$ cat config.mk
export PLATFORM = sky130hd
export DESIGN_NAME = regfile_2r1w
export DESIGN_NICKNAME = d
export VERILOG_FILES = /design/src/rtl/regfile_pkg.sv /design/src/rtl/regfile_rport.sv /design/src/rtl/regfile_2r1w.sv
export SDC_FILE = /design/constraint.sdc
export NUM_CORES = 1
export LEC_CHECK = 0
export BUFFER_PORTS_ARGS = -buffer_cell sky130_fd_sc_hd__buf_2
export CORE_MARGIN = 2
export CORE_UTILIZATION = 50
export CTS_CLUSTER_DIAMETER = 40
export DETAILED_ROUTE_END_ITERATION = 12
export GPL_TIMING_DRIVEN = 0
export HOLD_SLACK_MARGIN = 0.08
export PLACE_DENSITY = 0.69
export SETUP_SLACK_MARGIN = 0.2
export SLEW_MARGIN = 10
export SYNTH_ARGS = -nofsm -noshare
export SYNTH_HDL_FRONTEND = slang
export SYNTH_HIERARCHICAL = 1
export SYNTH_SLANG_ARGS = --single-unit
$ cat constraint.sdc
create_clock -name clk -period 3.5 [get_ports clk]
set_input_delay 0 -clock clk [delete_from_list [all_inputs] [get_ports clk]]
set_output_delay 0 -clock clk [all_outputs]
set_load 0.01 [all_outputs]
$ cat src/rtl/regfile_pkg.sv
// Shared types and helpers for the 2-read/1-write register file and its read ports.
// The sequencer only ever idles or sweeps, so a single state bit is enough.
package regfile_pkg;

    typedef enum logic {
        IDLE  = 1'b0,
        SWEEP = 1'b1
    } seq_state_e;

    // DEPTH=2 already gives 1 from $clog2; the guard keeps degenerate depths at least 1 bit wide.
    function automatic int calc_aw(input int depth);
        return (depth <= 2) ? 1 : $clog2(depth);
    endfunction

endpackage

$ cat src/rtl/regfile_rport.sv
// One registered read port: range check, hardwired-zero mask, write-first bypass and the output flop.
module regfile_rport
    import regfile_pkg::*;
#(
    parameter int WIDTH    = 8,
    parameter int DEPTH    = 8,
    parameter bit ZERO_REG = 1'b0,
    localparam int AW      = calc_aw(DEPTH)
) (
    input  logic             clk_i,
    input  logic             rst_i,
    input  logic [WIDTH-1:0] mem_i [DEPTH],
    input  logic [AW-1:0]    rsel_i,
    input  logic             we_i,
    input  logic [AW-1:0]    waddr_i,
    input  logic [WIDTH-1:0] wdata_i,
    output logic [WIDTH-1:0] q_o
);

    logic             in_range;
    logic             masked;
    logic             hit;
    logic [WIDTH-1:0] q_d;
    logic [WIDTH-1:0] q_q;

    assign in_range = (32'(rsel_i) < DEPTH);
    assign masked   = !in_range || (ZERO_REG && (rsel_i == '0));
    assign hit      = we_i && (waddr_i == rsel_i);

    // A write landing on the address being read this cycle wins over the stored word.
    always_comb begin
        q_d = '0;
        if (!masked) begin
            if (hit) begin
                q_d = wdata_i;
            end else begin
                q_d = mem_i[rsel_i];
            end
        end
    end

    always_ff @(posedge clk_i or posedge rst_i) begin
        if (rst_i) begin
            q_q <= '0;
        end else begin
            q_q <= q_d;
        end
    end

    assign q_o = q_q;

endmodule

$ cat src/rtl/regfile_2r1w.sv
// DEPTH x WIDTH register file with one write port, two registered read ports and a bulk-fill sequencer.
module regfile_2r1w
    import regfile_pkg::*;
#(
    parameter int WIDTH    = 8,
    parameter int DEPTH    = 8,
    parameter bit ZERO_REG = 1'b0,
    localparam int AW      = calc_aw(DEPTH)
) (
    input  logic             clk,
    input  logic             clr,
    input  logic             enable,
    input  logic [AW-1:0]    wsel,
    input  logic [WIDTH-1:0] d,
    input  logic [AW-1:0]    rsel_a,
    input  logic [AW-1:0]    rsel_b,
    output logic [WIDTH-1:0] qa,
    output logic [WIDTH-1:0] qb,
    input  logic             init_req,
    input  logic [WIDTH-1:0] init_val,
    output logic             busy,
    output logic             wr_drop
);

    logic [WIDTH-1:0] mem_q [DEPTH];
    seq_state_e       state_q;
    logic [AW-1:0]    idx_q;
    logic [WIDTH-1:0] fill_q;
    logic             busy_q;
    logic             wr_drop_d;
    logic             wr_drop_q;

    logic             wsel_in_range;
    logic             idx_last;
    logic             port_we;
    logic             seq_we;
    logic             we;
    logic [AW-1:0]    waddr;
    logic [WIDTH-1:0] wdata;

    assign wsel_in_range = (32'(wsel) < DEPTH);
    assign idx_last      = (32'(idx_q) == DEPTH - 1);

    // The port and the sequencer never write in the same cycle: the port is locked out while sweeping.
    assign port_we = enable && (state_q == IDLE) && wsel_in_range && !(ZERO_REG && (wsel == '0));
    assign seq_we  = (state_q == SWEEP) && !(ZERO_REG && (idx_q == '0));

    always_comb begin
        we    = port_we || seq_we;
        waddr = wsel;
        wdata = d;
        if (state_q == SWEEP) begin
            waddr = idx_q;
            wdata = fill_q;
        end
    end

    always_ff @(posedge clk or posedge clr) begin
        if (clr) begin
            for (int i = 0; i < DEPTH; i++) begin
                mem_q[i] <= '0;
            end
        end else if (we) begin
            mem_q[waddr] <= wdata;
        end
    end

    // Fill sequencer: one register per cycle, ending after the write to the last index.
    always_ff @(posedge clk or posedge clr) begin
        if (clr) begin
            state_q <= IDLE;
            idx_q   <= '0;
            fill_q  <= '0;
            busy_q  <= 1'b0;
        end else begin
            case (state_q)
                IDLE: begin
                    if (init_req) begin
                        state_q <= SWEEP;
                        busy_q  <= 1'b1;
                        idx_q   <= '0;
                        fill_q  <= init_val;
                    end
                end
                SWEEP: begin
                    if (idx_last) begin
                        state_q <= IDLE;
                        busy_q  <= 1'b0;
                        idx_q   <= '0;
                    end else begin
                        idx_q <= idx_q + AW'(1);
                    end
                end
                default: begin
                    state_q <= IDLE;
                    busy_q  <= 1'b0;
                end
            endcase
        end
    end

    // Zero-register writes are dropped quietly; only busy or out-of-range requests are flagged.
    assign wr_drop_d = enable && (busy_q || !wsel_in_range);

    always_ff @(posedge clk or posedge clr) begin
        if (clr) begin
            wr_drop_q <= 1'b0;
        end else begin
            wr_drop_q <= wr_drop_d;
        end
    end

    regfile_rport #(
        .WIDTH    (WIDTH),
        .DEPTH    (DEPTH),
        .ZERO_REG (ZERO_REG)
    ) u_rport_a (
        .clk_i   (clk),
        .rst_i   (clr),
        .mem_i   (mem_q),
        .rsel_i  (rsel_a),
        .we_i    (we),
        .waddr_i (waddr),
        .wdata_i (wdata),
        .q_o     (qa)
    );

    regfile_rport #(
        .WIDTH    (WIDTH),
        .DEPTH    (DEPTH),
        .ZERO_REG (ZERO_REG)
    ) u_rport_b (
        .clk_i   (clk),
        .rst_i   (clr),
        .mem_i   (mem_q),
        .rsel_i  (rsel_b),
        .we_i    (we),
        .waddr_i (waddr),
        .wdata_i (wdata),
        .q_o     (qb)
    );

    assign busy    = busy_q;
    assign wr_drop = wr_drop_q;

endmodule

==> summary.txt <==
Floorplan
  • Top Ports: 47
  • Die ar.: approximately 11000 µm²
  • Initial core utilization: 51.54%
  • Die Ht: 104.6 µm
  • Core area: around 9800 µm²
  • Row count: 36
  • Die width: around 100 µm

Logic synthesis
  • Area leader, netlist: dfrtp_1
  • Ranking of synthesized cells by area: dfrtp_1, mux2_2, mux4_1
  • Ys flop type: dfrtp_1
  • Synth unique cells: 31
  • Synth Register Bits: between 90 and 100
  • Post-Syn Area per Cell: about 16 µm²
  • Mapped Area: 5061 µm²
  • Area share of the largest cell type after synthesis: 46.48%
  • Cells after Synth: around 310
  • Post-Syn Nets: 340
  • EDFF count, synth: 0
  • Synth warnings: 6
  • Post-synth ARST share: 100.0%
  • Sequential-to-total area share from yosys stat: 46.48%

Global route
  • Remaining Overflow, GRT: 0
  • Largest net degree at the start of global routing: 53
  • Initial antenna violation count: 0
  • First-pass GRT wire length: around 18 mm
  • Tot GR Track Use: 21.68%
  • Vias in the first global route: 3094

Clocking
  • Clk root buf: clkbuf_8
  • CTS clock-pin slew for the worst setup and hold paths: 0.09 ns
  • CTS sink count: 94
  • CTS Buf Count: 9
  • H-tree depth: 3
  • Max clock buf depth: 2
  • CTS tree: done
  • Worst-Skew Late Latency: 0.37 ns

STA
  • Fmax: 335.1 MHz
  • RSZ-0062 raised after global routing: false
  • Final period util: 85.25%
  • Endpoints failing setup: 0
  • Min Tclk post-route: about 3.0 ns
  • Max transition margin: 53.47%
  • Final hold vios: 0
  • Worst slew pin tran: 0.6980 ns
  • Final setup TNS: 0 ns
  • Slew Viols, Final: 0
  • Clk_skew: 0.009417 ns

Finish
  • Area delta synth->final: 14.36%
  • Final #Nets: slightly above 400
  • Diode count: 0
  • Post-Layout Inst Area: 5788 µm²
  • Layout cells sized above 1: between 50% and 60%

Drt
  • Routed WL: ~11 mm
  • Drt drc: 0
  • Antenna viol nets, final: 0
  • Via count: 2901
  • Detailed Routing Iterations Pass 1: 4
  • DR WL/cell: 21.44 µm
  • Vias per inst: 5.699
  • First DRT Iteration DRCs: 96

Setup path
  • Crit-path max FO: 10
  • Setup slack, reg-to-reg: 0.52 ns
  • Worst reg2reg path depth: 7
  • Slowest-stage cell, CP: nand4_1
  • Buf+Inv Stages, Crit Path: 3
  • Critical path arrival: 3.24 ns
  • Family with the most delay on the worst path: multiplexers
  • Reg-to-Reg Start: seq_we
  • Crit path cell chain: buf_4, buf_2, clkbuf_1, mux2_2, xnor2_1, nand4_1, mux2_4
  • Setup crit end kind: register
  • Critical path data required time: ~3.8 ns
  • CP Depth: 7
  • CP peak stage delay: 0.57 ns
  • Setup Crit Path Kind: reg -> reg
  • RR Endpoint: u_rport_b/q_o[3]
  • Critical Path Source Type: register

Placement
  • Placed Area: 5458 µm²
  • DP Wirelength: 7.126 mm
  • GP Congestion: 0.7861
  • Port-buffer cells: 40

Pwr
  • Leak: 2.444 nW
  • Maximum vdd ir drop: 0.0003620 V
  • Power Dens Cells: 934.9 nW/µm²

Min path
  • Hold Crit Depth: 3
  • Hold Path Sink: u_rport_b/q_o[1]
  • Worst hold path type: in -> reg
  • Hold path start: rsel_b[2]

Run
  • Max Cap Viol: 0

Run status
  • Outcome: finished, final reports clean
power breakdown:
| part | total, W | internal [W] | switching, W |
|---|---|---|---|
| logic | 0.00263 | 0.00149 | 0.00114 |
| clock network | 0.000791 | 0.000409 | 0.000382 |
| registers | 0.00199 | 0.00166 | 0.000326 |
cell usage in the layout, fill, tap and decap left out, types with 3 or more instances in the layout:
cell,Yosys,final
a22oi_4,8,8
buf_2,1,41
buf_6,4,4
clkbuf_1,7,8
clkbuf_8,0,13
dfrtp_1,94,94
dlygate4sd3_1,0,11
ha_1,3,3
inv_1,5,4
mux2_2,103,103
mux2_4,10,10
mux4_1,18,18
mux4_2,14,14
nand2_1,4,4
nand2b_1,3,3
nand3b_1,3,3
o21ai_0,4,4
xnor2_1,6,6
layout make-up:
| cell class | count | area, µm² |
|---|---|---|
| buffer | 16 | 131.4 |
| clock buffer | 14 | 182.7 |
| clock inverter | 2 | 37.54 |
| fill | 825 | 4031 |
| inverter | 5 | 21.27 |
| multi-input combinational | 193 | 2559 |
| sequential | 94 | 2352 |
| tap | 133 | 166.4 |
| timing repair buffer | 52 | 337.8 |
worst reg2reg max path, cell delays in order, from the launching register on:
cell	delay (ns)
dfrtp_1	0.44
buf_4	0.19
buf_2	0.24
clkbuf_1	0.35
mux2_2	0.42
xnor2_1	0.14
nand4_1	0.57
mux2_4	0.52
worst max path at each step:
stage	start	end	slack (ns)
6_report	seq_we	u_rport_b/q_o[3]	0.52
5_1_grt	seq_we	u_rport_b/q_o[3]	0.29
4_1_cts	seq_we	u_rport_b/q_o[3]	0.50
3_5_place_dp	seq_we	u_rport_b/q_o[3]	0.56
3_3_place_gp	clr	fill_q[3]	0.43
2_1_floorplan	seq_we	u_rport_a/q_o[3]	1.18
sequential cells by signal, summed over array words and instances, names as in the netlist:
name	flops
u_rport_a/q_o	8
fill_q	8
seq_we	1
busy	1
u_rport_b/q_o	8
idx_q	3
mem_q	64
wr_drop	1
Yosys cell counts (2+ instances only):
| master | number |
|---|---|
| mux2_2 | 103 |
| dfrtp_1 | 94 |
| mux4_1 | 18 |
| mux4_2 | 14 |
| mux2_4 | 10 |
| a22oi_4 | 8 |
| clkbuf_1 | 7 |
| xnor2_1 | 6 |
| inv_1 | 5 |
| buf_6 | 4 |
| nand2_1 | 4 |
| o21ai_0 | 4 |
| ha_1 | 3 |
| nand2b_1 | 3 |
| nand3b_1 | 3 |
| buf_12 | 2 |
| buf_4 | 2 |
| nand4_1 | 2 |
| nor2_1 | 2 |
| or3b_1 | 2 |
| or3b_4 | 2 |
timing repair:
action                    CTS  global route
hold buffers               11             0
gates resized for setup     0             0
setup buffers               0             0
hold endpoints to repair  108             0
metal layers:
metal	global-route usage [%]	up-vias	share of wire (%)
met3	4.180	13	2.6
met4	7.238	0	1.5
met5	0	-	0
li1	-	1318	-
met2	35.29	31	50
met1	29.50	1539	46
cell families after synthesis:
group | synth area share, %
compound gates | 3.980
buf+inv | 2.967
flops | 46.48
fa+ha+maj | 0.7417
simple gates | 3.115
mux | 41.68
xor+xnor | 1.038
per-stage QoR:
step / total power (W) / std cells / worst slack, ns / hold slack (ns) / utilization, %
3_3_place_gp: 0.004555 / 481 / 0.4295 / 0.04006 / 55.28
5_1_grt: 0.005760 / 509 / 0.2889 / 0.09514 / 58.95
2_1_floorplan: 0.003975 / 308 / 1.184 / -0.1843 / -
3_5_place_dp: 0.004639 / 482 / 0.5570 / 0.03126 / 55.58
6_report: 0.005411 / 509 / 0.5161 / 0.1085 / 58.95
4_1_cts: 0.005447 / 509 / 0.4952 / 0.09448 / 58.95
(Power assumes the default switching activity.)
